===== config.mk =====
export PLATFORM = sky130hd
export DESIGN_NAME = edge_event_arbiter
export DESIGN_NICKNAME = d
export VERILOG_FILES = /design/src/rtl/edge_arb_pkg.sv /design/src/rtl/edge_event_arbiter_rr_pick.sv /design/src/rtl/edge_event_arbiter.sv
export SDC_FILE = /design/constraint.sdc
export NUM_CORES = 1
export LEC_CHECK = 0
export ABC_AREA = 0
export CORE_MARGIN = 10
export CORE_UTILIZATION = 51
export DETAILED_ROUTE_END_ITERATION = 10
export PLACE_DENSITY = 0.77
export SYNTH_ARGS = -nofsm -noshare
export SYNTH_HDL_FRONTEND = slang
export SYNTH_SLANG_ARGS = --single-unit
export TNS_END_PERCENT = 50

===== constraint.sdc =====
create_clock -name clk -period 3.6 [get_ports clk]
set_clock_uncertainty 0.1 [all_clocks]
set_input_delay 0.72 -clock clk [delete_from_list [all_inputs] [get_ports clk]]
set_output_delay 0.72 -clock clk [all_outputs]
set_load 0.1 [all_outputs]

===== src/rtl/edge_arb_pkg.sv =====
// Shared types and constants for the edge event arbiter.
package edge_arb_pkg;

  // Default number of input channels.
  localparam int N_CH_DEF = 4;

  // Output slot state: IDLE means the slot is empty, VALID means an event is presented.
  typedef enum logic {
    IDLE  = 1'b0,
    VALID = 1'b1
  } state_e;

  // Width of a channel index; a single channel still gets one bit.
  function automatic int id_w(input int n);
    return (n <= 1) ? 1 : $clog2(n);
  endfunction

endpackage


===== src/rtl/edge_event_arbiter_rr_pick.sv =====
// Combinational round-robin finder: first set bit of req_i at or above
// ptr_i, wrapping from N-1 back to 0.
module rr_pick #(
  parameter int N = 4,
  parameter int W = 2
) (
  input  logic [N-1:0] req_i,
  input  logic [W-1:0] ptr_i,
  output logic         any_o,
  output logic [W-1:0] idx_o
);

  localparam logic [W:0] N_V = (W+1)'(N);

  logic [2*N-1:0] dbl;
  logic [N-1:0]   rot;
  logic [W-1:0]   off;
  logic [W:0]     sum;

  // Rotate the request vector so ptr_i lands at bit 0, take the lowest set
  // bit, then add ptr_i back modulo N to get the absolute channel index.
  always_comb begin
    dbl   = {req_i, req_i} >> ptr_i;
    rot   = dbl[N-1:0];
    any_o = 1'b0;
    off   = '0;
    for (int j = N - 1; j >= 0; j--) begin
      if (rot[j]) begin
        any_o = 1'b1;
        off   = W'(j);
      end
    end
    sum = {1'b0, ptr_i} + {1'b0, off};
    if (sum >= N_V) begin
      idx_o = W'(sum - N_V);
    end else begin
      idx_o = W'(sum);
    end
  end

endmodule


===== src/rtl/edge_event_arbiter.sv =====
// Multi-channel rising-edge event collector with a one-deep per-channel
// queue and a single round-robin output slot.
//
// Handshake: out_valid/out_id are registered. Once out_valid is high it stays
// high and out_id stays stable until a cycle with out_valid & out_ready; that
// cycle transfers the event, and a next event may be loaded in the same cycle.
module edge_event_arbiter
  import edge_arb_pkg::*;
#(
  parameter int N_CH = N_CH_DEF,
  localparam int ID_W = id_w(N_CH)
) (
  input  logic            clk,
  input  logic            resetn,
  input  logic [N_CH-1:0] din,
  output logic            out_valid,
  input  logic            out_ready,
  output logic [ID_W-1:0] out_id,
  output logic [N_CH-1:0] ovf,
  input  logic            ovf_clr,
  output state_e          dbg_state
);

  state_e            state_q, state_d;
  logic [ID_W-1:0]   id_q, id_d;
  logic [ID_W-1:0]   ptr_q, ptr_d;
  logic [N_CH-1:0]   prev_q;
  logic [N_CH-1:0]   pend_q, pend_d;
  logic [N_CH-1:0]   ovf_q, ovf_d;

  logic [N_CH-1:0]   rise;
  logic [N_CH-1:0]   slot_oh;
  logic [N_CH-1:0]   cand;
  logic [N_CH-1:0]   load_oh;
  logic [N_CH-1:0]   ovf_set;
  logic              hs;
  logic              load;
  logic              pick_any;
  logic [ID_W-1:0]   pick_idx;

  // Candidate events: pending plus fresh rises. The channel sitting in the
  // slot is masked unless it has just risen again.
  always_comb begin
    rise    = din & ~prev_q;
    slot_oh = '0;
    if (state_q == VALID) begin
      slot_oh[id_q] = 1'b1;
    end
    cand = (pend_q | rise) & ~(slot_oh & ~rise);
  end

  rr_pick #(
    .N (N_CH),
    .W (ID_W)
  ) u_pick (
    .req_i (cand),
    .ptr_i (ptr_q),
    .any_o (pick_any),
    .idx_o (pick_idx)
  );

  // Slot FSM: load when empty or when the current event is handed off.
  always_comb begin
    state_d = state_q;
    id_d    = id_q;
    ptr_d   = ptr_q;
    hs      = (state_q == VALID) && out_ready;
    load    = ((state_q == IDLE) || hs) && pick_any;
    load_oh = '0;
    if (load) begin
      load_oh[pick_idx] = 1'b1;
      state_d = VALID;
      id_d    = pick_idx;
      ptr_d   = (pick_idx == ID_W'(N_CH - 1)) ? '0 : pick_idx + 1'b1;
    end else if (hs) begin
      state_d = IDLE;
    end
  end

  // Pending and overflow update. A loaded channel frees its pending bit, so
  // a coincident rise on it refills pending instead of overflowing.
  always_comb begin
    pend_d  = (load_oh & pend_q & rise) | (~load_oh & (pend_q | rise));
    ovf_set = rise & pend_q & ~load_oh;
    ovf_d   = (ovf_clr ? '0 : ovf_q) | ovf_set;
  end

  // State registers with synchronous active-low reset.
  always_ff @(posedge clk) begin
    if (!resetn) begin
      state_q <= IDLE;
      id_q    <= '0;
      ptr_q   <= '0;
      prev_q  <= '0;
      pend_q  <= '0;
      ovf_q   <= '0;
    end else begin
      state_q <= state_d;
      id_q    <= id_d;
      ptr_q   <= ptr_d;
      prev_q  <= din;
      pend_q  <= pend_d;
      ovf_q   <= ovf_d;
    end
  end

  assign out_valid = (state_q == VALID);
  assign out_id    = id_q;
  assign ovf       = ovf_q;
  assign dbg_state = state_q;

endmodule

# Word-level counts from Yosys, hierarchy flattened
# Cells that the tools add are included.
# word_totals
ff_bits,17
latchBits,0
ram_bits,0
romBits,0
input_bits,8
elab_cells,57
mem_count,0
# classes
addsub,3
mul,0
div,0
order_cmp,5
n_eq_ne,1
shift,1
muxes,19
bitwise_logic,16
reduce_logical,6
# op_table
cell,count
4-bit AND,8
4-bit inverter,4
2-bit 2-to-1 mux,6
4-bit 2-to-1 mux,3
4-bit OR,3
1-bit 2-to-1 mux,8
8-bit by 2-bit >> shifter with 4-bit output,1
"2-bit by 3-bit < comparator with 1-bit output, second input constant",2
1-bit demux with 2-bit select,2
"2-bit by 1-bit greater-or-equal comparator with 1-bit output, second input constant",2
1-bit logical AND,4
2-bit by 2-bit adder with 3-bit output,1
"3-bit greater-or-equal comparator, second input constant",1
"2-bit by 1-bit adder with 2-bit output, second input constant",1
"2-bit == test, second input constant",1
2-bit nonzero test,1
"2-bit by 1-bit subtractor with 2-bit output, second input constant",1
1-bit logical OR,1
1-bit inverter,1

# Logic depth before layout (Yosys ltp)
# depth
ltp_word,24
mapped_depth,14
mapped_depth_nobuf,14

# By module
# From an unflattened synthesis, not the netlist that was laid out.
# unflattened
cells_unflattened,111
area_unflattened_um2,992.2
# modules_own_cells
module,instances,cells_each,area_per_inst_um2,seq_area_each_um2
edge_event_arbiter,1,88,812.0,340.3
rr_pick,1,23,180.2,0.0

# Worst setup path after synthesis
# Ideal clock, no wire load.
# synth_path
path_type,reg2reg
startpoint,"reg id_q[0], in the netlist out_id[0]"
endpoint,reg pend_q[1]
t_arrival_ns,3.297
setup_slack_ns,0.088
path_stages_with_launch,15
period_less_slack_ns,3.512
cell_sequence,dfxtp_1 > nand3_1 > a21oi_1 > nand2_1 > nor3b_1 > a21oi_1 > o21ai_0 > ha_1 > xor2_1 > a21o_1 > and2_1 > ha_1 > nand2_1 > maj3_1 > and2_1
# synth_via
elab_chain_cells,24
word_cells_on_any_way,34
# synth_rtl
item,line_no,source
from (decl),edge_event_arbiter.sv:25,"logic [ID_W-1:0] id_q, id_d;"
from (signal assigned),edge_event_arbiter.sv:99,id_q <= id_d;
2-bit by 3-bit < comparator with 1-bit output (not written as such) or 2-bit by 1-bit greater-or-equal comparator with 1-bit output (tied branches),edge_event_arbiter.sv:47,slot_oh[id_q] = 1'b1;
1-bit logical AND (not written as such),edge_event_arbiter.sv:47,
1-bit 2-to-1 mux (not written as such),edge_event_arbiter.sv:47,
1-bit demux with 2-bit select (*),edge_event_arbiter.sv:47,
4-bit 2-to-1 mux (*),edge_event_arbiter.sv:46,if (state_q == VALID) begin
4-bit AND (*),edge_event_arbiter.sv:49,cand = (pend_q | rise) & ~(slot_oh & ~rise);
4-bit inverter (*),edge_event_arbiter.sv:49,
4-bit AND (*),edge_event_arbiter.sv:49,
(+8 left out),n/a,
2-bit by 3-bit < comparator with 1-bit output (not written as such) or 2-bit by 1-bit greater-or-equal comparator with 1-bit output (tied branches),edge_event_arbiter.sv:71,load_oh[pick_idx] = 1'b1;
1-bit logical AND (not written as such),edge_event_arbiter.sv:71,
1-bit 2-to-1 mux (not written as such),edge_event_arbiter.sv:71,
1-bit demux with 2-bit select,edge_event_arbiter.sv:71,
4-bit 2-to-1 mux (*),edge_event_arbiter.sv:70,if (load) begin
4-bit AND or 4-bit inverter (tied branches),edge_event_arbiter.sv:83,pend_d = (load_oh & pend_q & rise) | (~load_oh & (pend_q | rise));
4-bit AND,edge_event_arbiter.sv:83,
4-bit OR (*),edge_event_arbiter.sv:83,
to (signal assigned),edge_event_arbiter.sv:102,pend_q <= pend_d;
to (decl),edge_event_arbiter.sv:28,"logic [N_CH-1:0] pend_q, pend_d;"
# Mark *: on every way between the ends. The rest lies on a longest branch, timed or not.
# A chain may end at the register's enable or synchronous reset.

# Worst setup path after layout
# layout_path
startpoint,in din[1]
endpoint,reg pend_q[2]
# layout_via
elab_chain_cells,21
word_cells_on_any_way,31
# layout_rtl
item,line_no,source
from (decl),edge_event_arbiter.sv:15,"input logic [N_CH-1:0] din,"
4-bit AND (*),edge_event_arbiter.sv:44,rise = din & ~prev_q;
4-bit inverter,edge_event_arbiter.sv:49,
4-bit AND,edge_event_arbiter.sv:49,
4-bit inverter,edge_event_arbiter.sv:49,
4-bit AND (*),edge_event_arbiter.sv:49,
8-bit by 2-bit >> shifter with 4-bit output (*),edge_event_arbiter_rr_pick.sv:23,"dbl = {req_i, req_i} >> ptr_i;"
2-bit 2-to-1 mux (3 in a row),edge_event_arbiter_rr_pick.sv:28,if (rot[j]) begin
2-bit 2-to-1 mux (*),edge_event_arbiter_rr_pick.sv:28,
(+3 left out),n/a,
named net pick_idx[1],edge_event_arbiter.sv:39,logic [ID_W-1:0] pick_idx;
2-bit by 3-bit < comparator with 1-bit output (not written as such) or 2-bit by 1-bit greater-or-equal comparator with 1-bit output (tied branches),edge_event_arbiter.sv:71,
1-bit logical AND (not written as such),edge_event_arbiter.sv:71,
1-bit 2-to-1 mux (not written as such),edge_event_arbiter.sv:71,
1-bit demux with 2-bit select (*),edge_event_arbiter.sv:71,
4-bit 2-to-1 mux (*),edge_event_arbiter.sv:70,
4-bit AND or 4-bit inverter (tied branches),edge_event_arbiter.sv:83,
4-bit AND,edge_event_arbiter.sv:83,
4-bit OR (*),edge_event_arbiter.sv:83,
# The timed path passes the listed nets; every way through them passes the cells marked *.

==> qor.log <==
[synth] post-synthesis sequential area ratio 35.7%
[setup_path] required time at the worst-slack endpoint 3.68 ns
[floorplanning] overall die area 0.00400 mm^2
[final_layout] Net count, final 142
[final_layout] commonest non-fill, non-tap cell in the layout sky130_fd_sc_hd__dfxtp_1
[timing] final critical delay including setup and external delays 3.38 ns
[setup_path] Arr. time, crit path 3.46 ns
[floorplanning] floorplan core area 0.00175 mm^2
[power] leakage power 0.482 nW
[final_layout] layout filler cell count 153
[clock_network] number of H-tree levels 1
[floorplanning] num rows 15
[timing] setup repair after global routing missed its margin no
[hold_path] class of the worst hold path reg -> reg
[synth] area of the mapped netlist 952 um^2
[setup_path] largest fanout of any net on the critical path 4
[global_routing] via count of the first global-routing pass 776
[global_routing] global routing usage summed across all routing layers 10.4%
[global_routing] Remaining Overflow, GRT 0
[clock_network] clk_lat worst skew 0.29 ns
[setup_path] critical path class in -> reg
[setup_path] setup slack on the worst flop-to-flop path 0.44 ns
[timing] endpoints failing hold 0
[synth] FFs w/ async S/R, synth 0%
[timing] Relative slew margins 34.8%
[timing] least setup slack across all paths after layout 0.224 ns
[timing] transition time at the pin with the least slew margin 0.976 ns
[hold_path] end point of the most critical hold path ovf[2]$_SDFF_PN0_
[floorplanning] initial standard-cell utilization of the core 54.6%
[routing] number of design-rule violations left by the first detailed-router iteration 22
[clock_network] post-CTS setup buffers 0
[clock_network] total of cells resized after clock tree synthesis 0
[routing] DR vias 830
[clock_network] clock edge transition at the registers on the reported setup and hold paths 0.09 ns
[floorplanning] Top-Level Pins 16
[outcome] status completed
[final_layout] core utilization of the finished layout 68.4%
[timing] max-slew violations 0
[setup_path] worst reg2reg path startpoint dbg_state$_SDFFE_PN0P_
[flow_run] Max Cap Violations 0
[routing] mean number of vias per cell 5.42
[timing] highest clock frequency the design can meet 0.296 GHz
[routing] remaining antenna violation count 0
[clock_network] clock tree from TritonCTS built
[timing] hold slack final 0.420 ns
[place] number of instances in the placed design 149
[final_layout] final cell count without fillers 153
[setup_path] endpoint type of the worst setup path register
[clock_network] clock tree sinks 17
[synth] synth unique cells 36
[hold_path] start point of the worst hold path ovf[2]$_SDFF_PN0_
[place] PortBufs 15
[final_layout] most frequent cells in the layout 17 x sky130_fd_sc_hd__dfxtp_1, 12 x sky130_fd_sc_hd__buf_4, 11 x sky130_fd_sc_hd__clkdlybuf4s50_1
[routing] post-detailed-route wirelength per cell 13.9 um
[global_routing] number of antenna violations at the first check in global routing 0
[routing] TritonRoute pass-1 iters 5
[synth] post-synthesis net count 118
[routing] DRC viols 0
[floorplanning] chip width 63.2 um
[synth] cell taking the most area after synthesis sky130_fd_sc_hd__dfxtp_1
[synth] leading post-synthesis cells by cell area sky130_fd_sc_hd__dfxtp_1 36%, sky130_fd_sc_hd__nor2b_1 7.2%, sky130_fd_sc_hd__ha_1 6.6%
[synth] per-instance average area after synthesis 9.07 um^2
[final_layout] proportion of layout cells with a drive suffix above 1 17.2%
[global_routing] largest net degree at the start of global routing 18
[synth] fraction of post-synthesis cell area in the top cell type by area 35.7%
[place] post-detailed-placement half-perimeter wirelength 1.64 mm
[setup_path] worst reg2reg endpoint pend_q[2]$_SDFF_PN0_
[synth] count of flip-flops with a built-in enable after synthesis 0
[timing] Final Cycle Share 93.8%
[timing] final setup violation count 0
[global_routing] first-pass GRT wire length 3.54 mm
[floorplanning] Die Y 63.2 um
[synth] prevailing post-synth register cell sky130_fd_sc_hd__dfxtp_1
[setup_path] startpoint types primary input
[place] routability congestion estimate 0.929
[power] worst ir drop on vdd 0.461 mV
[synth] flip-flop and latch count after synthesis 17
[final_layout] Area Growth Syn to Fin 25.4%
[setup_path] R2R cell count 14
[synth] warnings from Yosys 0
[clock_network] cts-stage hold buffer count 0
[timing] setup TNS 0 ns
[final_layout] Antenna Diode Count 0
[hold_path] number of cells traversed by the worst hold path 2
[clock_network] root buffer cell sky130_fd_sc_hd__clkbuf_4
[place] worst setup slack before clock tree synthesis -0.152 ns
[place] post-placement cell area 0.00116 mm^2
[final_layout] total non-filler cell area in the finished layout 0.00119 mm^2
[routing] Total Wirelength 2.12 mm
[synth] gate count of the mapped netlist 105
[power] PnR Total Power 948 uW
[power] areal power density over the cells 794 mW/mm^2
[clock_network] buffers from clock root to sink, at most 2
[clock_network] TritonCTS buffer count 3
-- area by class of cell --
cell class	count	area (um^2)	area share, %
inverters	5	18.8	1.57
multi-input cells	79	577	48.3
clock buffers	4	26.3	2.20
well taps	25	31.3	2.62
repair buffers	23	200	16.8
flip-flops and latches	17	340	28.5
-- sequential cells by signal, indices dropped and copies added (netlist names) --
signal / cells
dbg_state: 1
prev_q: 4
ptr_q: 2
ovf: 4
pend_q: 4
out_id: 2
-- layer usage --
layer	vias to the layer above	track usage, %	routed length (um)
met1	383	12.8	958
met5	-	0	0
met3	4	3.71	146
met2	22	16.2	983
met4	0	3.28	32
li1	421	-	-
-- worst max-delay path: stages --
cell and delay [ns]:
sky130_fd_sc_hd__clkdlybuf4s50_1 0.47, sky130_fd_sc_hd__nor2b_1 0.25, sky130_fd_sc_hd__a21oi_2 0.10, sky130_fd_sc_hd__buf_4 0.15, sky130_fd_sc_hd__a311oi_1 0.25, sky130_fd_sc_hd__o21ai_0 0.12, sky130_fd_sc_hd__ha_1 0.20, sky130_fd_sc_hd__xor2_1 0.17
sky130_fd_sc_hd__nand3_1 0.15, sky130_fd_sc_hd__nand2_1 0.14, sky130_fd_sc_hd__ha_1 0.17, sky130_fd_sc_hd__nand2_1 0.07, sky130_fd_sc_hd__maj3_1 0.35, sky130_fd_sc_hd__and2_1 0.15
-- cells by family (layout without fill, tap and decap cells) --
logic type               after synthesis  after routing  synth area share (%)
AO/OA/AOI/OAI                         31             31                  24.2
XOR/XNOR                               1              1                 0.920
adder cells (fa/ha/maj)                8              8                  9.86
buffers and inverters                  9             32                  4.73
flip-flops                            17             17                  35.7
multiplexers                           1              1                  1.05
AND/OR/NAND/NOR                       38             38                  23.5
-- synth_stat cells, types with 2 or more instances --
master,instances
sky130_fd_sc_hd__dfxtp_1,17
sky130_fd_sc_hd__a211oi_1,4
sky130_fd_sc_hd__a31oi_1,2
sky130_fd_sc_hd__nand2b_1,2
sky130_fd_sc_hd__a32oi_1,3
sky130_fd_sc_hd__nand2_1,6
sky130_fd_sc_hd__o21ai_0,5
sky130_fd_sc_hd__nor2_1,2
sky130_fd_sc_hd__nor2b_1,11
sky130_fd_sc_hd__clkbuf_1,2
sky130_fd_sc_hd__nor3b_1,2
sky130_fd_sc_hd__and2_1,8
sky130_fd_sc_hd__nand3_1,3
sky130_fd_sc_hd__ha_1,5
sky130_fd_sc_hd__o21a_1,2
sky130_fd_sc_hd__inv_1,5
sky130_fd_sc_hd__maj3_1,2
sky130_fd_sc_hd__a21oi_1,6
-- how the worst max path moves through the flow --
stage                           startpoint                    to  slack [ns]  cells past startpoint
finish                              din[1]  pend_q[2]$_SDFF_PN0_        0.22                     14
global route                        din[1]     ovf[0]$_SDFF_PN0_        0.01                     15
detailed placement                  din[3]  pend_q[1]$_SDFF_PN0_       -0.15                     15
CTS                                 din[3]  pend_q[1]$_SDFF_PN0_        0.15                     15
global placement                    din[1]  pend_q[1]$_SDFF_PN0_       -0.04                     14
floorplan           out_id[0]$_SDFFE_PN0N_  pend_q[1]$_SDFF_PN0_        0.09                     14
-- report_power, final --
group          total (mW)  internal, mW  switching (mW)
Clock               0.103        0.0430          0.0601
Sequential          0.276         0.229          0.0471
Combinational       0.569         0.228           0.341
No activity file was read; power rests on OpenSTA's default activity.
